## src/rtl/mandel_scan_sequencer.sv

```systemverilog
// Raster-order pixel scanner feeding the fractal iteration core.
// Walks an H_RES x V_RES grid, offers each pixel's complex coordinate to
// the core over a valid/ready handshake, waits for the iteration count and
// writes it to the frame buffer at the pixel's linear address. Exactly one
// pixel is in flight at any time.
module mandel_scan_sequencer #(
   parameter int H_RES   = 640,
   parameter int V_RES   = 480,
   parameter int COORD_W = 16,
   parameter int ITER_W  = 8,
   parameter int ADDR_W  = 19
) (
   input  logic               Clk_100M,
   input  logic               Reset_n,
   input  logic               start,
   input  logic [COORD_W-1:0] startX,
   input  logic [COORD_W-1:0] startY,
   input  logic [COORD_W-1:0] stepX,
   input  logic [COORD_W-1:0] stepY,
   output logic               busy,
   output logic               done,
   output logic               pix_valid,
   input  logic               pix_ready,
   output logic [COORD_W-1:0] pix_re,
   output logic [COORD_W-1:0] pix_im,
   input  logic               res_valid,
   input  logic [ITER_W-1:0]  res_iter,
   output logic               fb_we,
   output logic [ADDR_W-1:0]  fb_addr,
   output logic [ITER_W-1:0]  fb_data
);

   localparam int X_W = (H_RES > 1) ? $clog2(H_RES) : 1;
   localparam int Y_W = (V_RES > 1) ? $clog2(V_RES) : 1;
   localparam logic [X_W-1:0] X_LAST = X_W'(H_RES - 1);
   localparam logic [Y_W-1:0] Y_LAST = Y_W'(V_RES - 1);

   typedef enum logic [2:0] {
      IDLE,
      ISSUE,
      WAIT,
      WRITE,
      FIN
   } stateType;

   stateType state;
   stateType nextState;

   // Frame parameters captured at start. The imaginary start value is not
   // kept separately: pix_im is loaded from it once and only ever advances.
   logic [COORD_W-1:0] startXReg;
   logic [COORD_W-1:0] stepXReg;
   logic [COORD_W-1:0] stepYReg;

   logic [X_W-1:0]    xCnt;
   logic [Y_W-1:0]    yCnt;
   logic [ADDR_W-1:0] addrCnt;

   logic lastInLine;
   logic lastLine;
   logic startAccept;
   logic issueHandshake;
   logic resultAccept;

   assign lastInLine     = (xCnt == X_LAST);
   assign lastLine       = (yCnt == Y_LAST);
   assign startAccept    = (state == IDLE) && start;
   assign issueHandshake = (state == ISSUE) && pix_ready;
   assign resultAccept   = (state == WAIT) && res_valid;

   // Handshake and status strobes decode straight from the state register so
   // they follow an asynchronous reset with no extra cycle.
   assign pix_valid = (state == ISSUE);
   assign fb_we     = (state == WRITE);
   assign done      = (state == FIN);
   assign busy      = (state == ISSUE) || (state == WAIT) || (state == WRITE);

   // State register; reset drops any frame in progress straight back to IDLE.
   always_ff @(posedge Clk_100M or negedge Reset_n) begin
      if (!Reset_n) begin
         state <= IDLE;
      end else begin
         state <= nextState;
      end
   end

   // Next-state decode. A result only counts once the coordinate has been
   // handed over, so res_valid is looked at in WAIT alone.
   always_comb begin
      nextState = state;
      case (state)
         IDLE: begin
            if (start) begin
               nextState = ISSUE;
            end
         end
         ISSUE: begin
            if (pix_ready) begin
               nextState = WAIT;
            end
         end
         WAIT: begin
            if (res_valid) begin
               nextState = WRITE;
            end
         end
         WRITE: begin
            if (lastInLine && lastLine) begin
               nextState = FIN;
            end else begin
               nextState = ISSUE;
            end
         end
         FIN: begin
            nextState = IDLE;
         end
         default: begin
            nextState = IDLE;
         end
      endcase
   end

   // Capture the frame setup once per frame so later input changes are inert.
   always_ff @(posedge Clk_100M or negedge Reset_n) begin
      if (!Reset_n) begin
         startXReg <= '0;
         stepXReg  <= '0;
         stepYReg  <= '0;
      end else if (startAccept) begin
         startXReg <= startX;
         stepXReg  <= stepX;
         stepYReg  <= stepY;
      end
   end

   // Pixel position counters and the running linear address, advanced after
   // each write; the address simply counts so no y*H_RES product is needed.
   always_ff @(posedge Clk_100M or negedge Reset_n) begin
      if (!Reset_n) begin
         xCnt    <= '0;
         yCnt    <= '0;
         addrCnt <= '0;
      end else if (startAccept) begin
         xCnt    <= '0;
         yCnt    <= '0;
         addrCnt <= '0;
      end else if (state == WRITE) begin
         if (!lastInLine) begin
            xCnt    <= xCnt + X_W'(1);
            addrCnt <= addrCnt + ADDR_W'(1);
         end else if (!lastLine) begin
            xCnt    <= '0;
            yCnt    <= yCnt + Y_W'(1);
            addrCnt <= addrCnt + ADDR_W'(1);
         end
      end
   end

   // Complex coordinate of the current pixel; adds wrap modulo 2^COORD_W.
   // The coordinate only moves in WRITE, so it is stable for the whole offer.
   always_ff @(posedge Clk_100M or negedge Reset_n) begin
      if (!Reset_n) begin
         pix_re <= '0;
         pix_im <= '0;
      end else if (startAccept) begin
         pix_re <= startX;
         pix_im <= startY;
      end else if (state == WRITE) begin
         if (!lastInLine) begin
            pix_re <= pix_re + stepXReg;
         end else if (!lastLine) begin
            pix_re <= startXReg;
            pix_im <= pix_im + stepYReg;
         end
      end
   end

   // Frame buffer address/data are loaded with the result and held through
   // the single WRITE cycle that strobes them out.
   always_ff @(posedge Clk_100M or negedge Reset_n) begin
      if (!Reset_n) begin
         fb_addr <= '0;
         fb_data <= '0;
      end else if (resultAccept) begin
         fb_addr <= addrCnt;
         fb_data <= res_iter;
      end
   end

   // The handshake term is only informational for the state decode above;
   // keeping it named documents where the coordinate changes ownership.
   logic unusedHandshake;
   assign unusedHandshake = issueHandshake;

endmodule

```

## config.mk

```make
export PLATFORM = sky130hd
export DESIGN_NAME = mandel_scan_sequencer
export DESIGN_NICKNAME = d
export VERILOG_FILES = /design/src/rtl/mandel_scan_sequencer.sv
export SDC_FILE = /design/constraint.sdc
export NUM_CORES = 1
export LEC_CHECK = 0
export CORE_MARGIN = 2
export CORE_UTILIZATION = 30
export DETAILED_ROUTE_END_ITERATION = 10
export GPL_TIMING_DRIVEN = 0
export PLACE_DENSITY = 0.6
export SETUP_SLACK_MARGIN = 0.5
export SYNTH_ARGS = -nofsm -noshare
export SYNTH_HDL_FRONTEND = slang
export SYNTH_SLANG_ARGS = --single-unit
```

## constraint.sdc

```tcl
create_clock -name Clk_100M -period 2.95 [get_ports Clk_100M]
set_input_delay 0.4425 -clock Clk_100M [delete_from_list [all_inputs] [get_ports Clk_100M]]
set_output_delay 0.4425 -clock Clk_100M [all_outputs]
set_load 0.02 [all_outputs]
```

### After elaboration in Yosys (flattened, before gate mapping)

Cells that the tools add are included.

* add/subtract/negate cells: 5
* reduce and logical (&&, ||, !) cells: 11
* equality and inequality tests: 11
* muxes and demuxes: 25

Operator list (count)
* $mux 16: 8
* $mux 19: 4
* $mux 10: 4
* $mux 9: 4
* $add 16x16->16: 2
* $add 19x1->19 const B: 1
* $mux 3: 4
* $pmux 3 s4: 1
* $add 10x1->10 const B: 1
* $eq 10x10->1 const B: 1
* $add 9x1->9 const B: 1
* $eq 9x9->1 const B: 1
* $eq 3x2->1 const B: 2
* $reduce_and 3->1: 2
* $ne 2x1->1 const B: 2
* $ne 2x2->1 const B: 2
* $reduce_bool 2->1: 2
* $eq 3x1->1 const B: 1
* $eq 3x3->1 const B: 1
* $logic_and 1x1->1: 3
* $logic_not 3->1: 1
* $ne 3x2->1 const B: 1
* $logic_or 1x1->1: 2
* $reduce_and 2->1: 1

* output and inout bits: 63
* word-level logic and storage cells: 63
* bits in registers: 148
* input port bits: 77

### Depth between registers and ports, before layout

Gate-level depths: netlist of the first run.

* depth after elaboration: 5
* depth in mapped cells: 11
* depth with buffers taken out: 9

### Worst setup path before layout of the first run

No wires, ideal clock.

* path kind: register to register
* start: reg pix_re[4]
* end: reg pix_re[15]
* path buffers: 0
* path slack: 0.560 ns
* required time: 2.819 ns
* clock period less this slack: 2.390 ns
* data arrival time: 2.259 ns
* library setup time: 0.131 ns
* stages on the path, launching flop included: 9
* cells stage by stage: dfrtp_1 > ha_1 > a21o_1 > a21o_1 > a221oi_4 > nand2_1 > a41oi_2 > nor4_1 > or3_1

* longest elaborated chain between the ends: 4

Ends and longest elaborated chain
* start: declaration: RTL line 24 `output logic [COORD_W-1:0] pix_re,`
* start signal: assignment: RTL line 166 `pix_re <= startX;`
* start signal: assignment: RTL line 170 `pix_re <= pix_re + stepXReg;`
* start signal: assignment: RTL line 172 `pix_re <= startXReg;`
* $add 16x16->16: RTL line 170
* $mux 16: RTL line 169 `if (!lastInLine) begin`
* $mux 16: RTL line 168 `end else if (state == WRITE) begin`
* $mux 16: RTL line 165 `end else if (startAccept) begin`

Every way passes these cells. The select of a mux whose other input is x is not followed.
A chain may end at the register's enable or synchronous reset.

### Worst setup path after layout of the first run

* start: reg state[2]
* end: out fb_we

* longest elaborated chain between the ends: 1

Ends and longest elaborated chain
* start: declaration: RTL line 46 `stateType state;`
* start signal: assignment: RTL line 83 `state <= nextState;`
* $eq 3x2->1: RTL line 74 `assign fb_we = (state == WRITE);`
* end: declaration: RTL line 28 `output logic fb_we,`

Every way passes these cells.

==> results.py, run 1 <==
metrics = {
    "placed_design": {
        "io_buffers": 139,
        "dp_hpwl_microns": 15200,
        "place.gp.congestion": 0.837,
        "dp_slack_ps": -358,
        "place_inst": 1279,
    },
    "power_and_ir_drop": {
        "power.internal_w": 0.00656,
        "p_sw_share_pct": 41.3,
        "p_per_area_nw_per_um2": 1080,
        "p_sw_w": 0.00461,
        "p_leak_nw": 4.74,
        "seq_power_share_pct": 28.9,
        "p_clk_share_pct": 20.0,
        "ir_drop_v": 0.000451,
        "power_frac_comb_pct": 51.1,
    },
    "final_layout": {
        "fillers": 2536,
        "area_growth_pct": 33.6,
        "multiInputGateArea_sq_um": 3910,
        "regArea_sq_um": 3710,
        "diodes": 0,
        "final_cell_mix": "nand2_1, dfrtp_1, clkdlybuf4s50_1",
        "nNetsFinal": 1092,
        "post_route_cells_drive_above_1_share_pct": 12.4,
        "final_cells": 1323,
        "final_common_cell": "nand2_1",
    },
    "synthesis": {
        "ys_seq_area_share_pct": 47.8,
        "yosysWarningCount": 0,
        "synth_ff_type": "dfrtp_1",
        "netlist_instances": 809,
        "synth_seq_cells": 148,
        "synth-edff-count": 0,
        "async_flop_share_pct": 100,
        "syn_avg_cell_area_sq_um": 9.57,
        "synthDistinctLibCells": 66,
        "syn-num-nets": 921,
        "synth_area_sq_um": 7740,
    },
    "sta": {
        "fin_crit_sh_pct": 79.5,
        "post-route-worst-setup-slack_ps": 605,
        "relSlewSlack_pct": 47.4,
        "rsz0062_at_grt": "yes",
        "setup_violations": 0,
        "worstMarginPinSlew_ps": 789,
        "hold_violations": 0,
        "post-route-min-period_ps": 2350,
        "drv_slew": 0,
        "fin_skew_ps": 16.8,
        "fmaxAchievable_mhz": 426,
    },
    "clock_network": {
        "h-tree-depth": 4,
        "clk_pin_slew_worst_paths_ps": 60,
        "cts_hold_buf": 0,
        "cts_root_buffer": "clkbuf_16",
        "cts-buffers-inserted": 17,
        "clk_latency_ps": 440,
        "clk_path_buf_depth": 2,
        "clkSinkCount": 148,
        "cts_tree": "built",
    },
    "drt": {
        "vias": 6491,
        "drc_errors": 0,
        "first_pass_iters": 5,
        "wirelength_microns": 21300,
        "top_layer": "met4",
        "met2_length_microns": 9880,
        "drtIter0Drc": 413,
        "met1_length_microns": 9910,
        "antenna_left": 0,
        "route.met3.wl_microns": 1070,
        "drt-vias-per-instance": 4.91,
        "routedWlPerCell_microns": 16.1,
    },
    "global_routing": {
        "grt_pass1_wl_microns": 34600,
        "grtUsageTotal_pct": 16.5,
        "antenna_found_initial": 0,
        "grt_max_degree": 82,
        "overflow": 0,
        "grt_pass1_vias": 6542,
    },
    "floorplan": {
        "die_height_microns": 165,
        "rows": 58,
        "die_area_sq_um": 27100,
        "ios": 140,
        "core_area_sq_um": 25300,
        "initial_core_util_pct": 30.7,
        "die_w_microns": 165,
    },
    "setup_path": {
        "end_kind": "primary output",
        "critPathRequiredTime_ps": 2510,
        "cp.arrival_ps": 1900,
        "critical_path_class": "register to primary output",
        "critPathLaunchType": "register",
        "cp_max_fo": 9,
    },
    "flow_run": {
        "drv_cap": 0,
    },
    "min_path": {
        "worst_hold_path_type": "input port to async pin",
    },
    "outcome": {
        "status": "completed",
    },
}
registers in the layout (all words and copies together) (netlist names):
name	flops
addrCnt	19
fb_addr	19
fb_data	8
pix_im	16
pix_re	16
startXReg	16
state	3
stepXReg	16
stepYReg	16
xCnt	10
yCnt	9
synth_stat cells (all sizes together) (5+ instances only):
| library cell | n | area share, % |
|---|---|---|
| o21a | 6 | 0.60 |
| xnor2 | 22 | 2.5 |
| o21ai | 26 | 1.8 |
| o22ai | 5 | 0.40 |
| and3 | 15 | 1.3 |
| mux2 | 27 | 3.9 |
| xor2 | 28 | 3.2 |
| buf | 21 | 1.6 |
| nand2 | 205 | 9.9 |
| o211ai | 9 | 0.87 |
| a31oi | 5 | 0.60 |
| clkbuf | 15 | 0.73 |
| dfrtp | 148 | 48 |
| nor2 | 58 | 2.8 |
| nor4 | 5 | 0.57 |
| nor3 | 9 | 0.71 |
| inv | 8 | 0.42 |
| nand3 | 20 | 1.4 |
| nand4 | 6 | 0.76 |
| or3 | 8 | 0.65 |
| a21o | 19 | 1.8 |
| a21oi | 57 | 3.7 |
| ha | 33 | 5.3 |
power by group through the flow:
| stage | registers, W | clock network (W) | logic, W |
|---|---|---|---|
| 2_1_floorplan | 0.00351 | 0 | 0.00332 |
| 3_3_place_gp | 0.00325 | 0 | 0.00530 |
| 3_5_place_dp | 0.00326 | 0 | 0.00538 |
| 4_1_cts | 0.00322 | 0.00229 | 0.00556 |
| 5_1_grt | 0.00332 | 0.00237 | 0.00635 |
| 6_report | 0.00323 | 0.00223 | 0.00570 |
cells by family (layout without fill, tap and decap cells):
logic type | count (synthesis) | after routing | share of synthesized area [%]
DFF | 148 | 148 | 47.8
adders and majority gates | 35 | 35 | 5.85
AOI/OAI and AO/OA | 156 | 156 | 13.5
buffers and inverters | 44 | 228 | 2.79
muxes | 31 | 31 | 4.44
xor gates and xnor gates | 50 | 50 | 5.65
and+or+nand+nor | 345 | 345 | 20.0
area by class of cell:
cell class	count	share of cell area, %
Multi-Input combinational cell	617	37.7
Tap cell	330	3.99
Sequential cell	148	35.8
Inverter	8	0.314
Clock buffer	18	4.15
Buffer	36	1.83
Clock inverter	14	1.60
Timing Repair Buffer	152	14.6
metal layers:
layer	vias up	global-route usage (%)
met5	-	0
met1	3123	22.1
met4	0	5.81
met3	30	3.62
li1	3162	-
met2	176	26.4
critical path, stage by stage (launching register included):
cell and delay [ps]:
dfrtp_1 350, buf_2 170, or2_1 230, buf_2 180, inv_4 150, dlygate4sd2_1 390
per-stage QoR:
step	hold slack, ps	TNS (ps)	total power, W	area (sq um)	utilization, %
2_1_floorplan	147	0	0.00683	7740	-
3_3_place_gp	456	-736830	0.00855	9550	37.8
3_5_place_dp	458	-13850	0.00864	9580	37.9
4_1_cts	96.7	0	0.0111	10200	40.5
5_1_grt	130	0	0.0120	10300	41.0
6_report	68.5	0	0.0112	10300	41.0
final timing paths:
kind                            slack [ps]       endpoint     startpoint  cells past startpoint
worst min register to register         470  startXReg[14]  startXReg[14]                      2
worst max register to register         620     pix_re[15]      pix_re[6]                      8
worst max-delay path                   600          fb_we       state[2]                      5
max in group asynchronous             2050        yCnt[3]        Reset_n                      2
min in group Clk_100M                  470  startXReg[14]  startXReg[14]                      2
worst min-delay path                    70     fb_data[7]        Reset_n                      1
timing repair:
action	CTS	global route
pin swaps	5	7
resized for setup	10	13
buffers inserted	3	9
endpoints found under the setup margin	104	47
(Power assumes the default switching activity.)
==> run 2: changes to the inputs <==
--- a/config.mk
+++ b/config.mk
@@ -9,7 +9,7 @@
 export CORE_UTILIZATION = 30
 export DETAILED_ROUTE_END_ITERATION = 10
 export GPL_TIMING_DRIVEN = 0
-export PLACE_DENSITY = 0.6
+export PLACE_DENSITY = 0.61
 export SETUP_SLACK_MARGIN = 0.5
 export SYNTH_ARGS = -nofsm -noshare
 export SYNTH_HDL_FRONTEND = slang
==> constraint.sdc (replaced) <==
create_clock -name Clk_100M -period 2.1 [get_ports Clk_100M]
set_input_delay 0.315 -clock Clk_100M [delete_from_list [all_inputs] [get_ports Clk_100M]]
set_output_delay 0.315 -clock Clk_100M [all_outputs]
set_load 0.02 [all_outputs]
==> results.py, run 2 (same netlist as run 1, synthesis figures left out) <==
metrics = {
    "outcome": {
        "status": "finished, violations left",
        "violations": "negative setup slack",
    },
    "setup_path": {
        "critical_path_class": "register to register",
        "r2r_setup_slack_ps": -150,
        "critPathRequiredTime_ps": 2390,
        "timing.rr.end": "pix_re[15]",
        "cp_max_fo": 3,
        "rr_startpoint": "pix_re[4]",
        "cp.arrival_ps": 2540,
        "end_kind": "register",
        "critPathLaunchType": "register",
        "r2r_cells": 8,
    },
    "floorplan": {
        "die_w_microns": 165,
        "core_area_sq_um": 25300,
        "ios": 140,
        "rows": 58,
        "die_area_sq_um": 27100,
        "die_height_microns": 165,
        "initial_core_util_pct": 30.7,
    },
    "final_layout": {
        "area_growth_pct": 66.0,
        "multiInputGateArea_sq_um": 5040,
        "final_cell_mix": "dfrtp_1, nand2_1, clkdlybuf4s50_1",
        "fillers": 2265,
        "diodes": 0,
        "post_route_cells_drive_above_1_share_pct": 39.3,
        "final_common_cell": "dfrtp_1",
        "final_util_pct": 50.9,
        "regArea_sq_um": 3720,
        "nNetsFinal": 1191,
        "largest_registers": "addrCnt x19, fb_addr x19",
    },
    "sta": {
        "fmaxAchievable_mhz": 445,
        "worstMarginPinSlew_ps": 632,
        "relSlewSlack_pct": 57.9,
        "fin_skew_ps": 16.0,
        "rsz0062_at_grt": "yes",
        "post-route-min-period_ps": 2250,
        "post-route-worst-setup-slack_ps": -148,
        "hold_violations": 0,
        "drv_slew": 0,
        "setup_violations": 13,
        "fin_crit_sh_pct": 107,
    },
    "placed_design": {
        "dp_hpwl_microns": 15300,
        "place.gp.congestion": 0.818,
        "dp_slack_ps": -820,
        "io_buffers": 139,
    },
    "power_and_ir_drop": {
        "ir_drop_v": 0.000678,
        "p_per_area_nw_per_um2": 1480,
        "p_leak_nw": 5.96,
    },
    "global_routing": {
        "grt_max_degree": 87,
        "antenna_found_initial": 0,
        "grt_pass1_vias": 7018,
        "grt_pass1_wl_microns": 37200,
        "overflow": 0,
        "grtUsageTotal_pct": 17.9,
    },
    "drt": {
        "routedWlPerCell_microns": 17.6,
        "antenna_left": 0,
        "wirelength_microns": 25100,
        "vias": 7057,
        "drt-vias-per-instance": 4.96,
        "first_pass_iters": 5,
        "drtIter0Drc": 471,
        "drc_errors": 0,
    },
    "min_path": {
        "hold_start": "stepY[2]",
        "worst_hold_path_type": "input port to register",
        "min_to": "stepYReg[2]",
        "hold_depth": 3,
    },
    "clock_network": {
        "cts_root_buffer": "clkbuf_16",
        "clkSinkCount": 148,
        "clk_path_buf_depth": 2,
        "cts-buffers-inserted": 17,
        "clk_pin_slew_worst_paths_ps": 70,
        "cts_tree": "built",
        "h-tree-depth": 4,
        "clk_latency_ps": 430,
    },
    "flow_run": {
        "drv_cap": 0,
    },
}
==> run 2: worst max-delay path by stage <==
stage,from,to,slack (ps),cells past startpoint
after floorplan,pix_re[4],pix_re[15],-90,8
after global placement,Reset_n,pix_re[4],-6290,1
after detailed placement,start,addrCnt[6],-820,6
after CTS,pix_re[4],pix_re[15],-150,8
after global routing,stepXReg[0],pix_re[14],-230,8
final,pix_re[4],pix_re[15],-150,8
==> run 2: what timing repair did <==
item / 4_1_cts / 5_1_grt
resized for setup: 286 / 137
hold buffers: 1 / 0
buffers inserted: 64 / 30
hold endpoints to repair: 62 / 0
pin swaps: 178 / 65
cloned: 12 / 4
endpoints found under the setup margin: 209 / 154
==> run 2: routing by layer <==
metal,vias up,part of all wire (%),GRT usage [%]
met5,-,0,0
met1,3480,45,24.0
met4,0,1.8,5.45
li1,3363,-,-
met3,33,4.8,3.77
met2,181,49,29.0
==> run 2: power breakdown <==
group / internal, W / switching [W]
combinational: 0.00563 / 0.00559
sequential: 0.00383 / 0.00105
clock: 0.00170 / 0.00128
==> run 2: cell type report <==
type / count / area share (%)
plain buffers: 36 / 3.87
clock buffers: 22 / 3.61
clock inverters: 10 / 0.769
inverters: 8 / 0.331
multi-input cells: 618 / 39.2
flip-flops and latches: 148 / 29.0
well taps: 330 / 3.21
repair buffers: 250 / 20.0
==> run 2: metrics by stage <==
| step | setup TNS [ps] | power [W] | hold WS, ps | instance area (sq um) | std cells |
|---|---|---|---|---|---|
| final | -926 | 0.0191 | 411 | 12900 | 1422 |
| after global routing | -2840 | 0.0202 | 412 | 12900 | 1422 |
| after CTS | -1190 | 0.0179 | 395 | 12000 | 1388 |
| after detailed placement | -44190 | 0.0130 | 355 | 10000 | 1279 |
| after global placement | -892220 | 0.0128 | 455 | 10000 | 1278 |
| after floorplan | -209 | 0.0104 | 19.4 | 8210 | 809 |
==> run 2: worst max-delay path: stages (launching register included) <==
cell and delay (ps):
dfrtp_2 430, ha_4 250, a21o_1 170, a21o_1 200, a221oi_4 290, nand2_1 100, a41oi_2 240, nor4_2 80
or3_1 360
==> run 3: changes to the inputs <==
--- a/config.mk
+++ b/config.mk
@@ -5,6 +5,7 @@
 export SDC_FILE = /design/constraint.sdc
 export NUM_CORES = 1
 export LEC_CHECK = 0
+export ABC_CLOCK_PERIOD_IN_PS = 2100
 export CORE_MARGIN = 2
 export CORE_UTILIZATION = 30
 export DETAILED_ROUTE_END_ITERATION = 10
==> results of run 3 <==
Same layout as run 2: the final DEF is identical, and so are final timing and power.
